[src/rtl/serial_full_adder_pkg.sv]
// serial_full_adder_pkg
// Shared definitions for the bit-serial adder: the controller state
// encoding and the legal range of the WIDTH parameter.
package serial_full_adder_pkg;

  typedef enum logic [1:0] {
    IDLE = 2'd0,
    RUN  = 2'd1,
    DONE = 2'd2
  } state_t;

  localparam int WIDTH_MIN = 2;
  localparam int WIDTH_MAX = 32;

endpackage

[src/rtl/full_adder_cell.sv]
// full_adder_cell
// Combinational one-bit full adder; the only arithmetic in the serial adder.
// Ports:
//   a, b  operand bits
//   ci    carry in
//   s     sum bit
//   co    carry out (majority of a, b, ci)
module full_adder_cell
  import serial_full_adder_pkg::*;
(
  input  logic a,
  input  logic b,
  input  logic ci,
  output logic s,
  output logic co
);

  assign s  = a ^ b ^ ci;
  assign co = (a & b) | (a & ci) | (b & ci);

endmodule

[src/rtl/serial_full_adder.sv]
// serial_full_adder
// Bit-serial adder: operands arrive over a valid/ready handshake, are
// summed LSB-first through a single full_adder_cell and a carry flop, and
// the result (sum, carry-out, signed overflow) is offered over a second
// valid/ready handshake. Latency is WIDTH cycles after acceptance.
//
// Optional feature: define SERIAL_FULL_ADDER_SUB_EN to enable subtraction
// (sub=1 at acceptance computes a-b; cout=1 then means no borrow). Without
// it the sub input is ignored.
//
// Ports:
//   clk, rst             clock, asynchronous active-high reset
//   in_valid, in_ready   operand handshake
//   a, b, cin, sub       operands, carry-in, subtract request
//   out_valid, out_ready result handshake
//   sum, cout, ovf       result, carry-out, two's-complement overflow
//   busy                 high while an operation is in RUN or DONE
//
// state | meaning
// IDLE  | waiting for operands, in_ready=1
// RUN   | adding one bit per cycle, LSB first
// DONE  | result presented, waiting for out_ready
module serial_full_adder
  import serial_full_adder_pkg::*;
#(
  parameter int WIDTH = 8
) (
  input  logic             clk,
  input  logic             rst,
  input  logic             in_valid,
  output logic             in_ready,
  input  logic [WIDTH-1:0] a,
  input  logic [WIDTH-1:0] b,
  input  logic             cin,
  input  logic             sub,
  output logic             out_valid,
  input  logic             out_ready,
  output logic [WIDTH-1:0] sum,
  output logic             cout,
  output logic             ovf,
  output logic             busy
);

  localparam int CNT_W = $clog2(WIDTH);
  localparam logic [CNT_W-1:0] LAST_BIT = CNT_W'(WIDTH - 1);

  if (WIDTH < WIDTH_MIN || WIDTH > WIDTH_MAX) begin : g_bad_width
    $error("serial_full_adder: WIDTH out of range");
  end

  state_t           state;
  logic [WIDTH-1:0] a_sh;
  logic [WIDTH-1:0] b_sh;
  logic [WIDTH-1:0] sum_sh;
  logic             carry;
  logic [CNT_W-1:0] bit_cnt;

  logic             s_bit;
  logic             c_bit;
  logic [WIDTH-1:0] b_load;
  logic             carry_load;

  full_adder_cell u_cell (
    .a  (a_sh[0]),
    .b  (b_sh[0]),
    .ci (carry),
    .s  (s_bit),
    .co (c_bit)
  );

  assign in_ready = (state == IDLE);

`ifdef SERIAL_FULL_ADDER_SUB_EN
  // a - b is a + ~b + 1; the incoming cin is ignored when subtracting.
  always_comb begin
    b_load     = sub ? ~b : b;
    carry_load = sub ? 1'b1 : cin;
  end
`else
  logic unused_sub;
  assign unused_sub = sub;

  always_comb begin
    b_load     = b;
    carry_load = cin;
  end
`endif

  always_ff @(posedge clk or posedge rst) begin
    if (rst) begin
      state     <= IDLE;
      a_sh      <= '0;
      b_sh      <= '0;
      sum_sh    <= '0;
      carry     <= 1'b0;
      bit_cnt   <= '0;
      sum       <= '0;
      cout      <= 1'b0;
      ovf       <= 1'b0;
      out_valid <= 1'b0;
      busy      <= 1'b0;
    end else begin
      case (state)
        IDLE: begin
          if (in_valid) begin
            a_sh    <= a;
            b_sh    <= b_load;
            carry   <= carry_load;
            bit_cnt <= '0;
            busy    <= 1'b1;
            state   <= RUN;
          end
        end
        RUN: begin
          carry  <= c_bit;
          sum_sh <= {s_bit, sum_sh[WIDTH-1:1]};
          a_sh   <= a_sh >> 1;
          b_sh   <= b_sh >> 1;
          if (bit_cnt == LAST_BIT) begin
            // Published result only changes here, so it survives the
            // DONE handshake and the following IDLE period untouched.
            sum       <= {s_bit, sum_sh[WIDTH-1:1]};
            cout      <= c_bit;
            ovf       <= carry ^ c_bit;
            out_valid <= 1'b1;
            state     <= DONE;
          end else begin
            bit_cnt <= bit_cnt + 1'b1;
          end
        end
        DONE: begin
          if (out_ready) begin
            out_valid <= 1'b0;
            busy      <= 1'b0;
            state     <= IDLE;
          end
        end
        default: begin
          out_valid <= 1'b0;
          busy      <= 1'b0;
          state     <= IDLE;
        end
      endcase
    end
  end

endmodule

[config.mk]
export PLATFORM = sky130hd
export DESIGN_NAME = serial_full_adder
export DESIGN_NICKNAME = d
export VERILOG_FILES = /design/src/rtl/serial_full_adder_pkg.sv /design/src/rtl/full_adder_cell.sv /design/src/rtl/serial_full_adder.sv
export SDC_FILE = /design/constraint.sdc
export NUM_CORES = 1
export LEC_CHECK = 0
export ABC_CLOCK_PERIOD_IN_PS = 3710
export CORE_ASPECT_RATIO = 0.75
export CORE_MARGIN = 1.5
export CORE_UTILIZATION = 57
export CTS_BUF_LIST = sky130_fd_sc_hd__clkbuf_4
export CTS_CLUSTER_SIZE = 16
export DETAILED_ROUTE_END_ITERATION = 7
export PLACE_DENSITY = 0.86
export SLEW_MARGIN = 20
export SYNTH_ARGS = -nofsm -noshare
export SYNTH_HDL_FRONTEND = slang
export SYNTH_SLANG_ARGS = --single-unit
[constraint.sdc]
create_clock -name clk -period 3.71 [get_ports clk]
set_clock_uncertainty 0.2 [all_clocks]
set_input_delay 0.742 -clock clk [delete_from_list [all_inputs] [get_ports clk]]
set_output_delay 0.742 -clock clk [all_outputs]
set_load 0.005 [all_outputs]
==> results by group, run 1 <==
Run status
  – Status: finished, final reports clean

Global route
  – Global-route wire length before repair: just under 6000 µm
  – Vias in the first global route: between 1000 and 1500
  – Grt total ovfl: 0
  – Initial antenna violation count: 0
  – Total GRT Usage: 23.52%
  – Largest net degree at the start of global routing: 26

Drt
  – DRC violations left: 0
  – Avg WL per Cell: around 16 µm
  – Routed Antenna Nets: 0
  – First-pass DRT Iterations: 4
  – Vias post-DR: between 1000 and 1500
  – DR iter-0 viols: 71
  – WL final: 3669 µm
  – Via/cell ratio: between 5 and 6

Placed design
  – DP Worst Slack: roughly 0.98 ns
  – Port bufs: 33
  – Cell Area, Placed: roughly 0.0021 mm²
  – GPL Wtd Cong: 0.7517
  – DP HPWL: roughly 2500 µm

CTS
  – CTS tree: yes
  – Reg clk slew, reported paths: between 0.1 and 0.15 ns
  – Post-CTS Setup Bufs: 0
  – Clk_lat worst skew: 0.35 ns
  – Clock tree buffer depth: 2
  – H-tree depth: 2
  – Cts hold-fix bufs: 0
  – Clock Sinks: slightly above 40
  – Clock root cell: clkbuf_4
  – Post-CTS sizing: 0
  – TritonCTS Buffers: 5

Layout
  – Fin util: roughly three quarters
  – Filler instances: 211
  – Final nets: 210
  – Layout cells sized above 1: between 10% and 20%
  – Multi-input gate area: 718.2 µm²
  – Synthesis-to-finish area growth: 19.33%
  – FF+latch area: 0.001026 mm²
  – Inserted Diodes: 0
  – Final instance area: around 0.0022 mm²

STA
  – Final-report setup violation count: 0
  – FMAX: 395.7 MHz
  – Final hold vios: 0
  – Max_slew headroom: about half
  – Min Clock Period, post-route: between 2 and 3 ns
  – PnR worst setup slack: roughly 1.2 ns
  – Setup TNS: 0 ns
  – Max-slew violations: 0
  – Slew @ Worst Pin: around 0.77 ns
  – RSZ-0062 raised after global routing: no
  – Tcrit/Tclk final: around two thirds

Worst setup path
  – Reg2reg setup slack: about 1.9 ns
  – CP arrival: about 1.6 ns
  – WP data required: 2.77 ns
  – Critical Path End Type: output port
  – Reg-to-Reg Start: bit_cnt[0]$_DFFE_PP0P_
  – Worst R2R End: sum[2]$_DFFE_PP0P_
  – CP Launch Type: register
  – R2R depth: 4
  – Crit Path Category: register to output port
  – Crit Path Max Fanout: 15

Power and ir drop
  – Cell Pwr Density: about 800 mW/mm²
  – Max rail drop VDD: roughly 420 µV
  – Pwr Total: between 1.5 and 2 mW
  – NetSw: 0.5963 mW
  – Sequential power share: 47.4%
  – Sw Share: between 30% and 40%
  – Clk pwr share: 12.0%
  – Static Leak: ~0.91 nW
  – Combinational power share: 40.5%
  – Cell-internal power: ~1.1 mW

Synth
  – Sequential area share after synthesis: between 50% and 60%
  – YS warnings: 0
  – Post-Syn Nets: 181
  – Top FF cell, synth: dfrtp_1
  – EDFF count, synth: 0
  – Mean post-synth cell area: approximately 12 µm²
  – Yosys cell types: 28
  – Post-synthesis register bit count: between 40 and 50
  – Post-synthesis cell area: approximately 0.0018 mm²
  – Async SR Flop Fraction: 100.0%
  – Cells after Synth: 156

Hold path
  – Worst Hold Depth: 2
  – Critical hold path startpoint: ovf$_DFFE_PP0P_
  – Worst Hold Class: register to register
  – Hold Path End: ovf$_DFFE_PP0P_

Die
  – # rows: 17
  – Die Height: between 50 and 60 µm
  – Starting density of the core: 61.28%
  – Die ar.: 0.003578 mm²
  – Boundary pin count: 35
  – Core ar.: 0.002999 mm²
  – Die X-Extent: between 60 and 70 µm

Run
  – Max-cap viol count: 0
==> placed cells by master, fill, tap and decap left out, types with 3 or more instances in the layout <==
master           Yosys  layout
mux2_2              11      11
mux2_4               5       5
clkbuf_4             0       6
inv_1                3       3
nand2_1              4       4
dfrtp_1             41      41
nor2_1               3       3
o21ai_0             12      12
o22ai_1             30      30
clkdlybuf4s50_1      0      33
a21oi_1             19      19
==> worst max path at each step <==
stage                         startpoint  cells past startpoint                   to  slack, ns
detailed placement              in_valid                      4  b_sh[1]$_DFFE_PP0P_       0.98
global route        state[1]$_DFFE_PP0P_                      2             in_ready       1.12
floorplan                            rst                      1  a_sh[0]$_DFFE_PP0P_       1.82
finish              state[1]$_DFFE_PP0P_                      2             in_ready       1.18
CTS                 state[1]$_DFFE_PP0P_                      2             in_ready       1.18
global placement                in_valid                      4  b_sh[6]$_DFFE_PP0P_       1.08
==> stage by stage <==
stage	cells	hold slack [ns]
after global routing	223	0.3262
after CTS	223	0.2981
after floorplan	156	0.2710
after global placement	216	0.2615
after detailed placement	216	0.2734
final	223	0.2884
==> critical path, stage by stage, from the launching register on <==
cell and delay, ns:
dfrtp_1 0.56, nor2_1 0.16, clkdlybuf4s50_1 0.52
==> cells by family (layout without fill, tap and decap cells) <==
| family | Yosys count | in the layout | synth area share [%] |
|---|---|---|---|
| xor+xnor | 1 | 1 | 0.4766 |
| mux | 16 | 16 | 10.82 |
| flops | 41 | 41 | 55.82 |
| simple gates | 14 | 14 | 4.969 |
| compound gates | 65 | 65 | 20.35 |
| fa+ha+maj | 3 | 3 | 2.450 |
| buf+inv | 16 | 45 | 5.105 |
==> power groups by stage <==
| stage | clock network [mW] | registers, mW | logic, mW |
|---|---|---|---|
| final | 0.208 | 0.821 | 0.702 |
| after detailed placement | 0 | 0.829 | 0.703 |
| after global routing | 0.229 | 0.854 | 0.779 |
| after CTS | 0.212 | 0.819 | 0.704 |
| after floorplan | 0 | 0.782 | 0.508 |
| after global placement | 0 | 0.809 | 0.663 |
==> state kept, by name (all words and copies together), names as in the netlist, 2 cells and up <==
name     flops
sum_sh       7
a_sh         8
state        2
b_sh         8
sum          8
bit_cnt      3
==> cell type report <==
cell class / count / share of cell area (%)
inverters: 4 / 0.6845
repair buffers: 34 / 15.40
flip-flops and latches: 41 / 46.78
well taps: 38 / 2.168
clock inverters: 1 / 0.1711
clock buffers: 6 / 2.054
multi-input cells: 99 / 32.74
==> layer usage <==
metal / global-route usage (%) / vias to the layer above / wire length (µm)
met5: 0 / - / 0
met4: 11.67 / 0 / 72
met3: 5.161 / 8 / 141
met2: 37.98 / 29 / 1734
met1: 29.93 / 652 / 1722
li1: - / 641 / -
==> synthesized netlist by cell type, types with 2 or more instances <==
cell	instances	share of area, %
o22ai_1	30	10
buf_6	3	1.8
ha_1	2	1.4
nor2_1	3	0.61
o21ai_0	12	3.3
nand2_1	4	0.82
inv_1	3	0.61
clkbuf_1	2	0.41
a21oi_1	19	5.2
mux2_4	5	4.1
a22oi_1	2	0.82
mux2_2	11	6.7
dfrtp_1	41	56
buf_2	5	1.4
(Power assumes the default switching activity.)
==> run 2: changes to the inputs <==
--- a/config.mk
+++ b/config.mk
@@ -5,14 +5,14 @@
 export SDC_FILE = /design/constraint.sdc
 export NUM_CORES = 1
 export LEC_CHECK = 0
-export ABC_CLOCK_PERIOD_IN_PS = 3710
+export ABC_CLOCK_PERIOD_IN_PS = 2480
 export CORE_ASPECT_RATIO = 0.75
 export CORE_MARGIN = 1.5
-export CORE_UTILIZATION = 57
+export CORE_UTILIZATION = 53
 export CTS_BUF_LIST = sky130_fd_sc_hd__clkbuf_4
 export CTS_CLUSTER_SIZE = 16
 export DETAILED_ROUTE_END_ITERATION = 7
-export PLACE_DENSITY = 0.86
+export PLACE_DENSITY = 0.81
 export SLEW_MARGIN = 20
 export SYNTH_ARGS = -nofsm -noshare
 export SYNTH_HDL_FRONTEND = slang
==> constraint.sdc (replaced) <==
create_clock -name clk -period 2.48 [get_ports clk]
set_clock_uncertainty 0.2 [all_clocks]
set_input_delay 0.496 -clock clk [delete_from_list [all_inputs] [get_ports clk]]
set_output_delay 0.496 -clock clk [all_outputs]
set_load 0.005 [all_outputs]
==> results by group, run 2 (synthesized netlist as in run 1, its figures left out) <==
STA
  – Final hold vios: 0
  – Max_slew headroom: a little under three fifths
  – Setup TNS: 0 ns
  – Max-slew violations: 0
  – Slew @ Worst Pin: 0.6553 ns
  – Tcrit/Tclk final: ~92%
  – RSZ-0062 raised after global routing: no
  – Hold Worst Slack: 0.3012 ns
  – Final-report setup violation count: 0
  – Min Clock Period, post-route: about 2.3 ns
  – FMAX: 437.5 MHz

Drt
  – Via/cell ratio: between 6 and 7
  – WL met3: 182 µm
  – DR iter-0 viols: around 120
  – Routed Antenna Nets: 0
  – Top layer reached by signal wires: met4
  – Met2 wire len: around 1800 µm
  – First-pass DRT Iterations: 4
  – WL final: roughly 3900 µm
  – Metal-1 WL: about 1800 µm
  – DRC violations left: 0
  – Vias post-DR: approximately 1400
  – Avg WL per Cell: 17.07 µm

Worst setup path
  – CP Launch Type: register
  – CP arrival: ~1.6 ns
  – Crit Path Max Fanout: 15
  – WP data required: between 1.5 and 2 ns
  – Critical Path End Type: output port
  – Crit Path Category: register to output port

CTS
  – Post-CTS sizing: 0
  – H-tree depth: 2
  – CTS tree: yes
  – Clock tree buffer depth: 2
  – Clock root cell: clkbuf_4
  – Post-CTS Setup Bufs: 0
  – Cts hold-fix bufs: 0
  – Clock Sinks: 41
  – Reg clk slew, reported paths: 0.13 ns
  – TritonCTS Buffers: 5
  – Clk_lat worst skew: between 0.3 and 0.4 ns

Placed design
  – GPL Wtd Cong: around 0.77
  – DP HPWL: approximately 2500 µm
  – Port bufs: 33

Die
  – Die X-Extent: 71 µm
  – Core ar.: approximately 0.0033 mm²
  – Die Height: around 54 µm
  – # rows: 18
  – Die ar.: between 0.003 and 0.004 mm²
  – Boundary pin count: 35
  – Starting density of the core: between 50% and 60%

Power and ir drop
  – Clk pwr share: 16.1%
  – Static Leak: just over 0.9 nW
  – NetSw: around 0.94 mW
  – Combinational power share: approximately two fifths
  – Cell Pwr Density: ~1200 mW/mm²
  – Cell-internal power: 1.802 mW
  – Sw Share: ~34%
  – Max rail drop VDD: between 600 and 700 µV
  – Sequential power share: 43.8%

Global route
  – Largest net degree at the start of global routing: 42
  – Total GRT Usage: between 20% and 30%
  – Vias in the first global route: around 1300
  – Initial antenna violation count: 0
  – Global-route wire length before repair: about 6200 µm
  – Grt total ovfl: 0

Layout
  – Layout cells sized above 1: 15.96%
  – Most frequent cells in the layout: 41 x dfrtp_1, 33 x clkdlybuf4s50_1, 30 x o22ai_1
  – Final nets: about 210
  – Synthesis-to-finish area growth: 21.92%
  – Commonest non-fill, non-tap cell in the layout: dfrtp_1
  – Largest regs: a_sh (8), b_sh (8), sum (8)
  – Inserted Diodes: 0

Run status
  – Status: finished, final reports clean

Hold path
  – Worst Hold Class: register to register

Run
  – Max-cap viol count: 0
-- run 2: layout make-up --
| cell class | instances | area, µm² |
|---|---|---|
| fill | 247 | 1070 |
| sequential | 41 | 1026 |
| multi-input combinational | 99 | 718.2 |
| timing repair buffer | 36 | 352.8 |
| tap | 40 | 50.05 |
| clock inverter | 3 | 41.29 |
| clock buffer | 5 | 37.54 |
| inverter | 4 | 15.01 |
-- run 2: per-layer routing --
metal | vias to the layer above | track usage (%)
met3 | 5 | 7.491
li1 | 651 | -
met2 | 36 | 33.80
met4 | 0 | 8.805
met5 | - | 0
met1 | 679 | 28.69
-- run 2: per-stage QoR --
stage	util, %	setup WS, ns	cell area [µm²]	cells	total power, mW
floorplan	-	0.7104	1838	156	1.930
global placement	65.31	0.6102	2162	220	2.220
detailed placement	65.31	0.5060	2162	220	2.307
CTS	67.69	0.1756	2241	228	2.740
global route	67.69	0.09398	2241	228	2.913
finish	67.69	0.1942	2241	228	2.742
-- run 2: critical path, cell delays in order, from the launching register on --
cell and delay, ns:
dfrtp_1 0.56, nor2_1 0.15, clkdlybuf4s50_1 0.52
-- run 2: final timing paths --
| check | from | to | cells after the start | slack (ns) |
|---|---|---|---|---|
| worst max-delay path | state[1]$_DFFE_PP0P_ | in_ready | 2 | 0.19 |
| worst min-delay path | ovf$_DFFE_PP0P_ | ovf$_DFFE_PP0P_ | 2 | 0.30 |
| worst max register to register | bit_cnt[0]$_DFFE_PP0P_ | sum[6]$_DFFE_PP0P_ | 4 | 0.63 |
| worst min register to register | ovf$_DFFE_PP0P_ | ovf$_DFFE_PP0P_ | 2 | 0.30 |
| max in group asynchronous | rst | sum[6]$_DFFE_PP0P_ | 3 | 1.35 |
| min in group asynchronous | rst | b_sh[0]$_DFFE_PP0P_ | 3 | 0.34 |
-- run 2: power groups by stage --
stage	combinational, mW	sequential, mW	clock (mW)
after floorplan	0.760	1.17	0
after global placement	1.03	1.19	0
after detailed placement	1.09	1.22	0
after CTS	1.10	1.20	0.445
after global routing	1.20	1.24	0.473
final	1.10	1.20	0.440
==> run 3: changes to the inputs <==
--- a/config.mk
+++ b/config.mk
@@ -12,6 +12,7 @@
 export CTS_BUF_LIST = sky130_fd_sc_hd__clkbuf_4
 export CTS_CLUSTER_SIZE = 16
 export DETAILED_ROUTE_END_ITERATION = 7
+export HOLD_SLACK_MARGIN = 0.15
 export PLACE_DENSITY = 0.81
 export SLEW_MARGIN = 20
 export SYNTH_ARGS = -nofsm -noshare
==> results of run 3 <==
The final DEF is identical to that of run 2; final timing and power are the same.
